### config.mk
export PLATFORM = sky130hd
export DESIGN_NAME = pcie_perst_conditioner
export DESIGN_NICKNAME = d
export VERILOG_FILES = /design/src/rtl/pcie_perst_pkg.sv /design/src/rtl/sync_2ff.sv /design/src/rtl/pcie_perst_conditioner.sv
export SDC_FILE = /design/constraint.sdc
export NUM_CORES = 1
export LEC_CHECK = 0
export ABC_AREA = 1
export BUFFER_PORTS_ARGS = -buffer_cell sky130_fd_sc_hd__buf_4
export CAP_MARGIN = 15
export CORE_MARGIN = 4
export CORE_UTILIZATION = 55
export CTS_CLUSTER_SIZE = 24
export DETAILED_ROUTE_END_ITERATION = 8
export GPL_ROUTABILITY_DRIVEN = 1
export GPL_TIMING_DRIVEN = 0
export PLACE_DENSITY = 0.7
export RECOVER_POWER = 25
export SYNTH_ARGS = -nofsm -noshare
export SYNTH_HDL_FRONTEND = slang
export SYNTH_SLANG_ARGS = --single-unit
### constraint.sdc
create_clock -name pcie_ref_clk -period 2.5 [get_ports pcie_ref_clk]
set_input_delay 0 -clock pcie_ref_clk [delete_from_list [all_inputs] [get_ports pcie_ref_clk]]
set_output_delay 0 -clock pcie_ref_clk [all_outputs]
set_load 0.005 [all_outputs]
### src/rtl/pcie_perst_pkg.sv
// Shared types and defaults for the PERST# conditioner.
// Counter widths are derived in the top from the largest timing parameter.
package pcie_perst_pkg;

    typedef enum logic [2:0] {
        HOLD,
        QUAL_HI,
        RELEASE,
        RUN,
        QUAL_LO
    } perst_state_t;

    localparam int unsigned DEF_DEBOUNCE_CYCLES      = 1024;
    localparam int unsigned DEF_ASSERT_FILTER_CYCLES = 4;
    localparam int unsigned DEF_MIN_ASSERT_CYCLES    = 10000;
    localparam int unsigned DEF_RELEASE_DELAY_CYCLES = 256;

    localparam int unsigned EVT_CNT_W = 8;

    function automatic int unsigned max4(input int unsigned a, input int unsigned b,
                                         input int unsigned c, input int unsigned d);
        int unsigned m;
        m = a;
        if (b > m) m = b;
        if (c > m) m = c;
        if (d > m) m = d;
        return m;
    endfunction

endpackage

### src/rtl/sync_2ff.sv
// Single-bit two-flop synchronizer; output lags the input by two clock edges.
// Both stages clear to 0 on the asynchronous active-high reset.
module sync_2ff (
    input  logic clk,
    input  logic rst,
    input  logic d,
    output logic q
);

    logic meta_q;
    logic sync_q;

    always_ff @(posedge clk or posedge rst) begin
        if (rst) begin
            meta_q <= 1'b0;
            sync_q <= 1'b0;
        end else begin
            meta_q <= d;
            sync_q <= meta_q;
        end
    end

    assign q = sync_q;

endmodule

### src/rtl/pcie_perst_conditioner.sv
// Turns the raw PERST# pin into a clean, registered active-low reset with glitch
// filtering, a minimum assertion time and a release delay, plus debug counters.
module pcie_perst_conditioner
    import pcie_perst_pkg::*;
#(
    parameter int unsigned DEBOUNCE_CYCLES      = DEF_DEBOUNCE_CYCLES,
    parameter int unsigned ASSERT_FILTER_CYCLES = DEF_ASSERT_FILTER_CYCLES,
    parameter int unsigned MIN_ASSERT_CYCLES    = DEF_MIN_ASSERT_CYCLES,
    parameter int unsigned RELEASE_DELAY_CYCLES = DEF_RELEASE_DELAY_CYCLES
) (
    input  logic                 pcie_ref_clk,
    input  logic                 mig_reset,
    input  logic                 pcie_rst_n_pin,
    output logic                 pcie_rst_n,
    output logic                 perst_active,
    output logic [EVT_CNT_W-1:0] perst_event_count,
    output logic [EVT_CNT_W-1:0] glitch_count
);

    localparam int unsigned MAXP = max4(DEBOUNCE_CYCLES, ASSERT_FILTER_CYCLES,
                                        MIN_ASSERT_CYCLES, RELEASE_DELAY_CYCLES);
    localparam int unsigned CW   = $clog2(MAXP + 1);

    localparam logic [CW-1:0] DEB_C      = CW'(DEBOUNCE_CYCLES);
    localparam logic [CW-1:0] AF_C       = CW'(ASSERT_FILTER_CYCLES);
    localparam logic [CW-1:0] MIN_C      = CW'(MIN_ASSERT_CYCLES);
    localparam logic [CW-1:0] REL_LAST_C = CW'(RELEASE_DELAY_CYCLES - 1);
    localparam logic [CW-1:0] ONE_C      = CW'(1);
    localparam logic [EVT_CNT_W-1:0] EVT_MAX = '1;

    logic pin_s;

    sync_2ff u_sync (
        .clk (pcie_ref_clk),
        .rst (mig_reset),
        .d   (pcie_rst_n_pin),
        .q   (pin_s)
    );

    perst_state_t         state_q, state_d;
    logic [CW-1:0]        hold_q, hold_d;
    logic [CW-1:0]        deb_q, deb_d;
    logic [CW-1:0]        rel_q, rel_d;
    logic [EVT_CNT_W-1:0] evt_q, evt_d;
    logic [EVT_CNT_W-1:0] glitch_q, glitch_d;
    logic                 rst_n_q, rst_n_d;

    logic [CW-1:0]        hold_inc;
    logic [CW-1:0]        deb_plus;
    logic [CW-1:0]        deb_hi_nxt;
    logic [EVT_CNT_W-1:0] glitch_inc;
    logic [EVT_CNT_W-1:0] evt_inc;

    always_comb begin
        hold_inc   = (hold_q == MIN_C) ? hold_q : hold_q + ONE_C;
        deb_plus   = deb_q + ONE_C;
        deb_hi_nxt = (deb_q == DEB_C) ? deb_q : deb_plus;
        glitch_inc = (glitch_q == EVT_MAX) ? glitch_q : glitch_q + 1'b1;
        evt_inc    = (evt_q == EVT_MAX) ? evt_q : evt_q + 1'b1;

        state_d  = state_q;
        hold_d   = hold_q;
        deb_d    = deb_q;
        rel_d    = rel_q;
        evt_d    = evt_q;
        glitch_d = glitch_q;
        rst_n_d  = (state_q == RUN) || (state_q == QUAL_LO);

        // The debounce and assert-filter thresholds are judged on the count that
        // includes the current sample, so a completed window transitions at once.
        unique case (state_q)
            HOLD: begin
                hold_d = hold_inc;
                if (pin_s) begin
                    state_d = QUAL_HI;
                    deb_d   = ONE_C;
                end
            end
            QUAL_HI: begin
                hold_d = hold_inc;
                if (!pin_s) begin
                    glitch_d = glitch_inc;
                    state_d  = HOLD;
                end else begin
                    deb_d = deb_hi_nxt;
                    if ((deb_hi_nxt == DEB_C) && (hold_inc == MIN_C)) begin
                        state_d = RELEASE;
                        rel_d   = '0;
                    end
                end
            end
            RELEASE: begin
                hold_d = hold_inc;
                rel_d  = rel_q + ONE_C;
                if (!pin_s) begin
                    glitch_d = glitch_inc;
                    state_d  = HOLD;
                end else if (rel_q == REL_LAST_C) begin
                    state_d = RUN;
                end
            end
            RUN: begin
                if (!pin_s) begin
                    state_d = QUAL_LO;
                    deb_d   = ONE_C;
                end
            end
            QUAL_LO: begin
                if (pin_s) begin
                    glitch_d = glitch_inc;
                    state_d  = RUN;
                end else begin
                    deb_d = deb_plus;
                    if (deb_plus >= AF_C) begin
                        state_d = HOLD;
                        hold_d  = '0;
                        evt_d   = evt_inc;
                    end
                end
            end
            default: state_d = HOLD;
        endcase
    end

    always_ff @(posedge pcie_ref_clk or posedge mig_reset) begin
        if (mig_reset) begin
            state_q  <= HOLD;
            hold_q   <= '0;
            deb_q    <= '0;
            rel_q    <= '0;
            evt_q    <= '0;
            glitch_q <= '0;
            rst_n_q  <= 1'b0;
        end else begin
            state_q  <= state_d;
            hold_q   <= hold_d;
            deb_q    <= deb_d;
            rel_q    <= rel_d;
            evt_q    <= evt_d;
            glitch_q <= glitch_d;
            rst_n_q  <= rst_n_d;
        end
    end

    assign pcie_rst_n        = rst_n_q;
    assign perst_active      = ~rst_n_q;
    assign perst_event_count = evt_q;
    assign glitch_count      = glitch_q;

endmodule

==> results of run 1 <==
## cells by family (layout without fill, tap and decap cells)
logic type	count (synthesis)	count (layout)	synth area share (%)
adder cells (fa/ha/maj)	7	7	2.15
flip-flops	64	64	39.4
buffers and inverters	71	115	7.02
AO/OA/AOI/OAI	47	47	6.80
AND/OR/NAND/NOR	344	344	38.2
XOR/XNOR	30	30	6.46
## metrics by stage
| stage | std cells | area (um2) | hold slack (ps) | setup WS (ps) | util, % |
|---|---|---|---|---|---|
| floorplan | 563 | 4070 | 31.4 | 580 | - |
| finish | 706 | 4620 | 337 | 253 | 64.0 |
| detailed placement | 683 | 4360 | 117 | 252 | 60.4 |
| global placement | 682 | 4340 | 110 | 65.9 | 60.2 |
| global route | 706 | 4620 | 349 | 11.0 | 64.0 |
| CTS | 700 | 4570 | 302 | 222 | 63.3 |
## power groups by stage
stage | Combinational, mW | Clock (mW) | Sequential [mW]
6_report | 1.88 | 0.867 | 1.54
5_1_grt | 2.17 | 0.932 | 1.58
4_1_cts | 1.84 | 0.890 | 1.53
3_5_place_dp | 1.84 | 0 | 1.55
3_3_place_gp | 1.77 | 0 | 1.54
2_1_floorplan | 1.40 | 0 | 1.50
## worst max path at each step
stage,end,startpoint,slack (ps),depth (start not counted)
after floorplan,rel_q[9]$_DFFE_PP0P_,deb_q[0]$_DFFE_PP0P_,580,18
after global placement,hold_q[5]$_DFFE_PP0P_,mig_reset,70,2
after detailed placement,rel_q[2]$_DFFE_PP0P_,hold_q[0]$_DFFE_PP0P_,250,14
after CTS,rel_q[2]$_DFFE_PP0P_,hold_q[0]$_DFFE_PP0P_,220,14
after global routing,rel_q[4]$_DFFE_PP0P_,deb_q[0]$_DFFE_PP0P_,10,18
final,rel_q[2]$_DFFE_PP0P_,deb_q[0]$_DFFE_PP0P_,250,18
## final cells by class
cell class | count | area, um2
buffer | 5 | 37.5
clock buffer | 11 | 141
inverter | 66 | 248
clock inverter | 4 | 45.0
sequential | 64 | 1600
tap | 99 | 124
fill | 658 | 2600
multi-input combinational | 428 | 2180
timing repair buffer | 29 | 235
## sequential cells by signal, indices dropped and copies added (netlist names)
register,cells
glitch_count,8
state_q,3
deb_q,14
hold_q,14
perst_event_count,8
u_sync.meta_q,1
rel_q,14
u_sync.q,1
pcie_rst_n,1
## synthesized netlist by cell type
| library cell | number | area (um2) |
|---|---|---|
| a22oi_1 | 1 | 7.51 |
| and2_4 | 1 | 8.76 |
| a21boi_1 | 1 | 7.51 |
| o21ai_1 | 8 | 40.0 |
| nand4_1 | 10 | 62.6 |
| o211ai_1 | 2 | 15.0 |
| nand2_4 | 1 | 11.3 |
| xnor2_1 | 6 | 52.6 |
| inv_1 | 60 | 225 |
| o21ai_0 | 16 | 80.1 |
| clkbuf_1 | 2 | 7.51 |
| o21bai_4 | 1 | 18.8 |
| nor3_1 | 10 | 50.1 |
| nor4_1 | 2 | 12.5 |
| a21oi_1 | 9 | 45.0 |
| buf_4 | 1 | 7.51 |
| dfrtp_1 | 64 | 1600 |
| or3_1 | 1 | 6.26 |
| o22ai_1 | 5 | 31.3 |
| nand3b_1 | 4 | 30.0 |
| a31oi_1 | 1 | 6.26 |
| buf_6 | 2 | 22.5 |
| nand3_2 | 1 | 10.0 |
| a21o_1 | 1 | 7.51 |
| or2_2 | 6 | 37.5 |
| xor2_1 | 24 | 210 |
| o21ai_2 | 1 | 8.76 |
| nand3_1 | 44 | 220 |
| inv_2 | 6 | 22.5 |
| nor3_2 | 1 | 10.0 |
| nor2_2 | 10 | 62.6 |
| nand3_4 | 1 | 17.5 |
| nor2_1 | 61 | 229 |
| nor2_4 | 5 | 56.3 |
| nand2_1 | 174 | 653 |
| ha_1 | 7 | 87.6 |
| nand2_2 | 12 | 75.1 |
| a32oi_1 | 1 | 8.76 |
## metal layers
| layer | up-vias | global-route usage [%] |
|---|---|---|
| met4 | 0 | 8.78 |
| met3 | 10 | 2.96 |
| met5 | - | 0 |
| li1 | 1873 | - |
| met1 | 1661 | 29.6 |
| met2 | 69 | 36.8 |
## repair_timing
| item | 4_1_cts | 5_1_grt |
|---|---|---|
| setup buffers | 0 | 6 |
| hold endpoints to repair | 33 | 0 |
| hold buffers | 2 | 0 |
| gates resized for setup | 0 | 3 |
| endpoints found under the setup margin | 0 | 10 |
==> flow_summary.json, run 1 <==
{
  "final_common_cell": "nand2_1",
  "seq_power_share_pct": 35.9,
  "fin_crit_ps": 2250,
  "cts_tree": "built",
  "yosysUniqueCellTypes": 38,
  "cts_root_buf": "clkbuf_8",
  "yosysSeqAreaShare_pct": 39.4,
  "finalSetupViolations": 0,
  "r2r_start": "deb_q[0]$_DFFE_PP0P_",
  "ios": 21,
  "finClkSkew_ps": 7.69,
  "routed-wl-met2_um": 4210,
  "worstPathRequired_ps": 2730,
  "wl_met1_um": 4140,
  "p_total_mw": 4.28,
  "yosys_warnings": 0,
  "drive_gt1_share_pct": 15.3,
  "cts.sinks": 64,
  "grt_use_total_pct": 22.3,
  "synth-seq-cells": 64,
  "drt_first_iter_violations": 150,
  "p_int_mw": 2.47,
  "finalSetupTns_ps": 0,
  "grt_pass1_vias": 3389,
  "drc": 0,
  "detail-route-antenna-nets": 0,
  "grt_overflow": 0,
  "start_util_pct": 56.4,
  "fp.dieH_um": 94.0,
  "min_from": "pcie_rst_n_pin",
  "dp_hpwl_um": 6710,
  "htree_levels": 3,
  "grt_setup_unrepaired": "false",
  "critPathArrivalTime_ps": 2480,
  "wl_met3_um": 332,
  "num_vias": 3613,
  "maxCapViolations": 0,
  "synth_area_mm2": 0.00407,
  "clkTransAtPathRegs_ps": 60,
  "drt_wl_total_um": 8810,
  "grt_max_degree": 34,
  "worst_pin_slew_ps": 1280,
  "clk_latency_ps": 340,
  "gp_congestion": 0.911,
  "finalCritPeriodShare_pct": 89.9,
  "synth_nets": 573,
  "hp-class": "in2reg",
  "reg2reg_to": "rel_q[2]$_DFFE_PP0P_",
  "switching_share_pct": 42.3,
  "slew_violations": 0,
  "top_layer_used": "met4",
  "timing.fmax_mhz": 445,
  "slew_headroom_pct": 14.7,
  "p_switching_mw": 1.81,
  "grt_pass1_wl_um": 15600,
  "rrSetupSlack_ps": 250,
  "ir_drop_uv": 622,
  "critPathMostFrequentCell": "nand2_1",
  "crit_buf_inv": 4,
  "reg2reg_depth": 18,
  "nNetsFinal": 613,
  "hold-path-cell-count": 2,
  "clk_path_buf_depth": 2,
  "antenna_found_initial": 0,
  "portBuffers": 20,
  "crit_family": "simple AND/OR/NAND/NOR gates",
  "drt_first_pass_iters": 5,
  "path_max_fanout": 10,
  "pwr-share-clk_pct": 20.2,
  "synthCells": 563,
  "status": "complete, no violations",
  "num_rows": 31,
  "p_comb_share_pct": 43.9,
  "core_area_mm2": 0.00721,
  "cpPeakStageDelay_ps": 430,
  "p_leak_nw": 2.29,
  "areaGrowthSynthToFinish_pct": 13.5,
  "critical_path.startpoint_type": "flip-flop",
  "die_w_um": 94.0,
  "synth_area_per_cell_um2": 7.22,
  "holdPathEnd": "u_sync.meta_q$_DFF_PP0_",
  "crit_path_end_kind": "flip-flop",
  "slowest_stage": "dfrtp_1",
  "routed_via_density": 5.12,
  "numCtsBuffers": 9,
  "crit_chain": "ha_1 > nand2_1 > inv_2 > nand2_2 > inv_2 > nand3_1 > nand2_1 > nand2_1 > nand2_2 > inv_1 > nand3b_1 > nor2_1 > nand2_1 > nand2_1 > nand2_2 > buf_6 > nand2_1 > nand2_1",
  "layout.cells.most_common_list": "nand2_1, dfrtp_1, nor2_1",
  "wl_per_cell_um": 12.5,
  "worstSetupPathType": "reg2reg",
  "diodes": 0,
  "power_density_mw_per_mm2": 928,
  "dieArea_mm2": 0.00883,
  "final_hold_viol_count": 0
}
Power figures use the tool's default switching activity.
==> run 2: changes to the inputs <==
--- a/config.mk
+++ b/config.mk
@@ -15,7 +15,7 @@
 export GPL_ROUTABILITY_DRIVEN = 1
 export GPL_TIMING_DRIVEN = 0
 export PLACE_DENSITY = 0.7
-export RECOVER_POWER = 25
+export RECOVER_POWER = 100
 export SYNTH_ARGS = -nofsm -noshare
 export SYNTH_HDL_FRONTEND = slang
 export SYNTH_SLANG_ARGS = --single-unit
==> run 2 against run 1 <==
Hold slack worse by 7.7 ps. Via count increased by 0.53%. Critical path depth down 3. Critical endpoint is now hold_q[5]$_DFFE_PP0P_. Critical path type unchanged. Cell count did not move. Flip-flop and latch count is the same. Maximum frequency fell by 0.88%. Routed wire length grew 0.84%. Sequential share of layout area grew 0.24 points. Sequential power about the same. Largest power group unchanged. Non-clock buffer count is the same.
==> flow_summary.json, run 2 (synthesis gave the netlist of run 1 again) <==
{
  "dp_cells": 683,
  "worst_pin_slew_ps": 1220,
  "met3_usage_pct": 2.96,
  "finClkSkew_ps": 9.25,
  "critPathArrivalTime_ps": 2540,
  "cpPeakStageDelay_ps": 430,
  "crit_path_end_kind": "flip-flop",
  "grt_pass1_vias": 3389,
  "cts.sinks": 64,
  "num_rows": 31,
  "antenna_found_initial": 0,
  "worstSetupPathType": "reg2reg",
  "crit_buf_inv": 3,
  "num_vias": 3632,
  "hp-class": "in2reg",
  "crit_chain": "ha_1 > nand2_1 > inv_2 > nand2_2 > inv_2 > nand3_1 > nand2_1 > nand2_1 > nand2_2 > nor2_2 > nand3_4 > o21bai_4 > clkbuf_2 > nand2_1 > o21ai_1",
  "layout.cells.most_common_list": "nand2_1, dfrtp_1, nor2_1",
  "grt_busiest_layer": "met2",
  "maxCapViolations": 0,
  "worstPathRequired_ps": 2770,
  "crit_family": "simple AND/OR/NAND/NOR gates",
  "portBuffers": 20,
  "areaGrowthSynthToFinish_pct": 12.8,
  "clk_latency_ps": 350,
  "finalCritPeriodShare_pct": 90.7,
  "dieArea_mm2": 0.00883,
  "final_common_cell": "nand2_1",
  "seqCellArea_mm2": 0.00160,
  "p_leak_nw": 2.28,
  "start_util_pct": 56.4,
  "stdcell_count": 706,
  "path_max_fanout": 10,
  "numCtsBuffers": 9,
  "finalSetupTns_ps": 0,
  "drt_wl_total_um": 8880,
  "slowest_stage": "dfrtp_1",
  "grt_max_degree": 34,
  "drt_first_iter_violations": 145,
  "clk_path_buf_depth": 2,
  "slew_headroom_pct": 18.6,
  "core_area_mm2": 0.00721,
  "ios": 21,
  "grt_setup_unrepaired": "false",
  "nNetsFinal": 613,
  "dp_hpwl_um": 6710,
  "fillers": 664,
  "wl_per_cell_um": 12.6,
  "grt_util_met1_pct": 29.6,
  "grt_use_total_pct": 22.3,
  "ir_drop_uv": 623,
  "grt_overflow": 0,
  "grt_util_met2_pct": 36.8,
  "top_regs": "deb_q: 14 flops, hold_q: 14 flops, rel_q: 14 flops",
  "finalSetupViolations": 0,
  "htree_levels": 3,
  "final_hold_viol_count": 0,
  "clkTransAtPathRegs_ps": 70,
  "critPathMostFrequentCell": "nand2_1",
  "power_density_mw_per_mm2": 929,
  "critical_path.startpoint_type": "flip-flop",
  "die_w_um": 94.0,
  "drc": 0,
  "cts_tree": "built",
  "cts_root_buf": "clkbuf_8",
  "status": "complete, no violations",
  "fp.dieH_um": 94.0,
  "fin_crit_ps": 2270,
  "timing.fmax_mhz": 441,
  "gp_congestion": 0.911,
  "drive_gt1_share_pct": 14.7,
  "routed_via_density": 5.14,
  "multiInputGateArea_mm2": 0.00217,
  "grt_pass1_wl_um": 15600,
  "detail-route-antenna-nets": 0,
  "diodes": 0,
  "drt_first_pass_iters": 5,
  "slew_violations": 0
}
-- run 2: report_power, final --
group	switching (mW)	total, mW	internal, mW
Sequential	0.266	1.54	1.27
Clock	0.395	0.872	0.477
Combinational	1.15	1.85	0.698
Total	1.82	4.26	2.45
-- run 2: repair_timing --
item,in CTS,in global routing
gates resized for setup,0,3
hold buffers,2,0
endpoints found under the setup margin,0,10
buffers inserted,0,6
hold endpoints to repair,33,0
-- run 2: final timing paths --
path	start	cells past startpoint	endpoint	slack, ps
setup / recovery	deb_q[0]$_DFFE_PP0P_	15	hold_q[5]$_DFFE_PP0P_	230
hold / removal	pcie_rst_n_pin	2	u_sync.meta_q$_DFF_PP0_	330
setup reg to reg	deb_q[0]$_DFFE_PP0P_	15	hold_q[5]$_DFFE_PP0P_	230
hold reg to reg	u_sync.meta_q$_DFF_PP0_	0	u_sync.q$_DFF_PP0_	370
max in group asynchronous	mig_reset	4	rel_q[7]$_DFFE_PP0P_	540
min in group asynchronous	mig_reset	3	deb_q[1]$_DFFE_PP0P_	550
-- run 2: final cells by class --
class	instances	share of cell area, %
buffer	5	0.682
clock buffer	11	3.08
sequential	64	34.9
clock inverter	4	0.982
multi-input combinational	428	47.4
tap	99	2.70
timing repair buffer	29	4.80
inverter	66	5.40
-- run 2: routing by layer --
| layer | wire, um | vias to the layer above | part of all wire [%] |
|---|---|---|---|
| li1 | - | 1874 | - |
| met4 | 178 | 0 | 2.0 |
| met5 | 0 | - | 0 |
| met2 | 4250 | 71 | 48 |
| met3 | 283 | 15 | 3.2 |
| met1 | 4170 | 1672 | 47 |
-- run 2: through the flow --
step / power (mW) / worst slack [ps] / cell area (um2) / hold WS, ps / util (%)
floorplan: 2.90 / 580 / 4070 / 31.4 / -
global placement: 3.31 / 65.9 / 4340 / 110 / 60.2
detailed placement: 3.38 / 252 / 4360 / 117 / 60.4
CTS: 4.27 / 222 / 4570 / 302 / 63.3
global route: 4.64 / 11.0 / 4590 / 349 / 63.6
finish: 4.26 / 233 / 4590 / 329 / 63.6
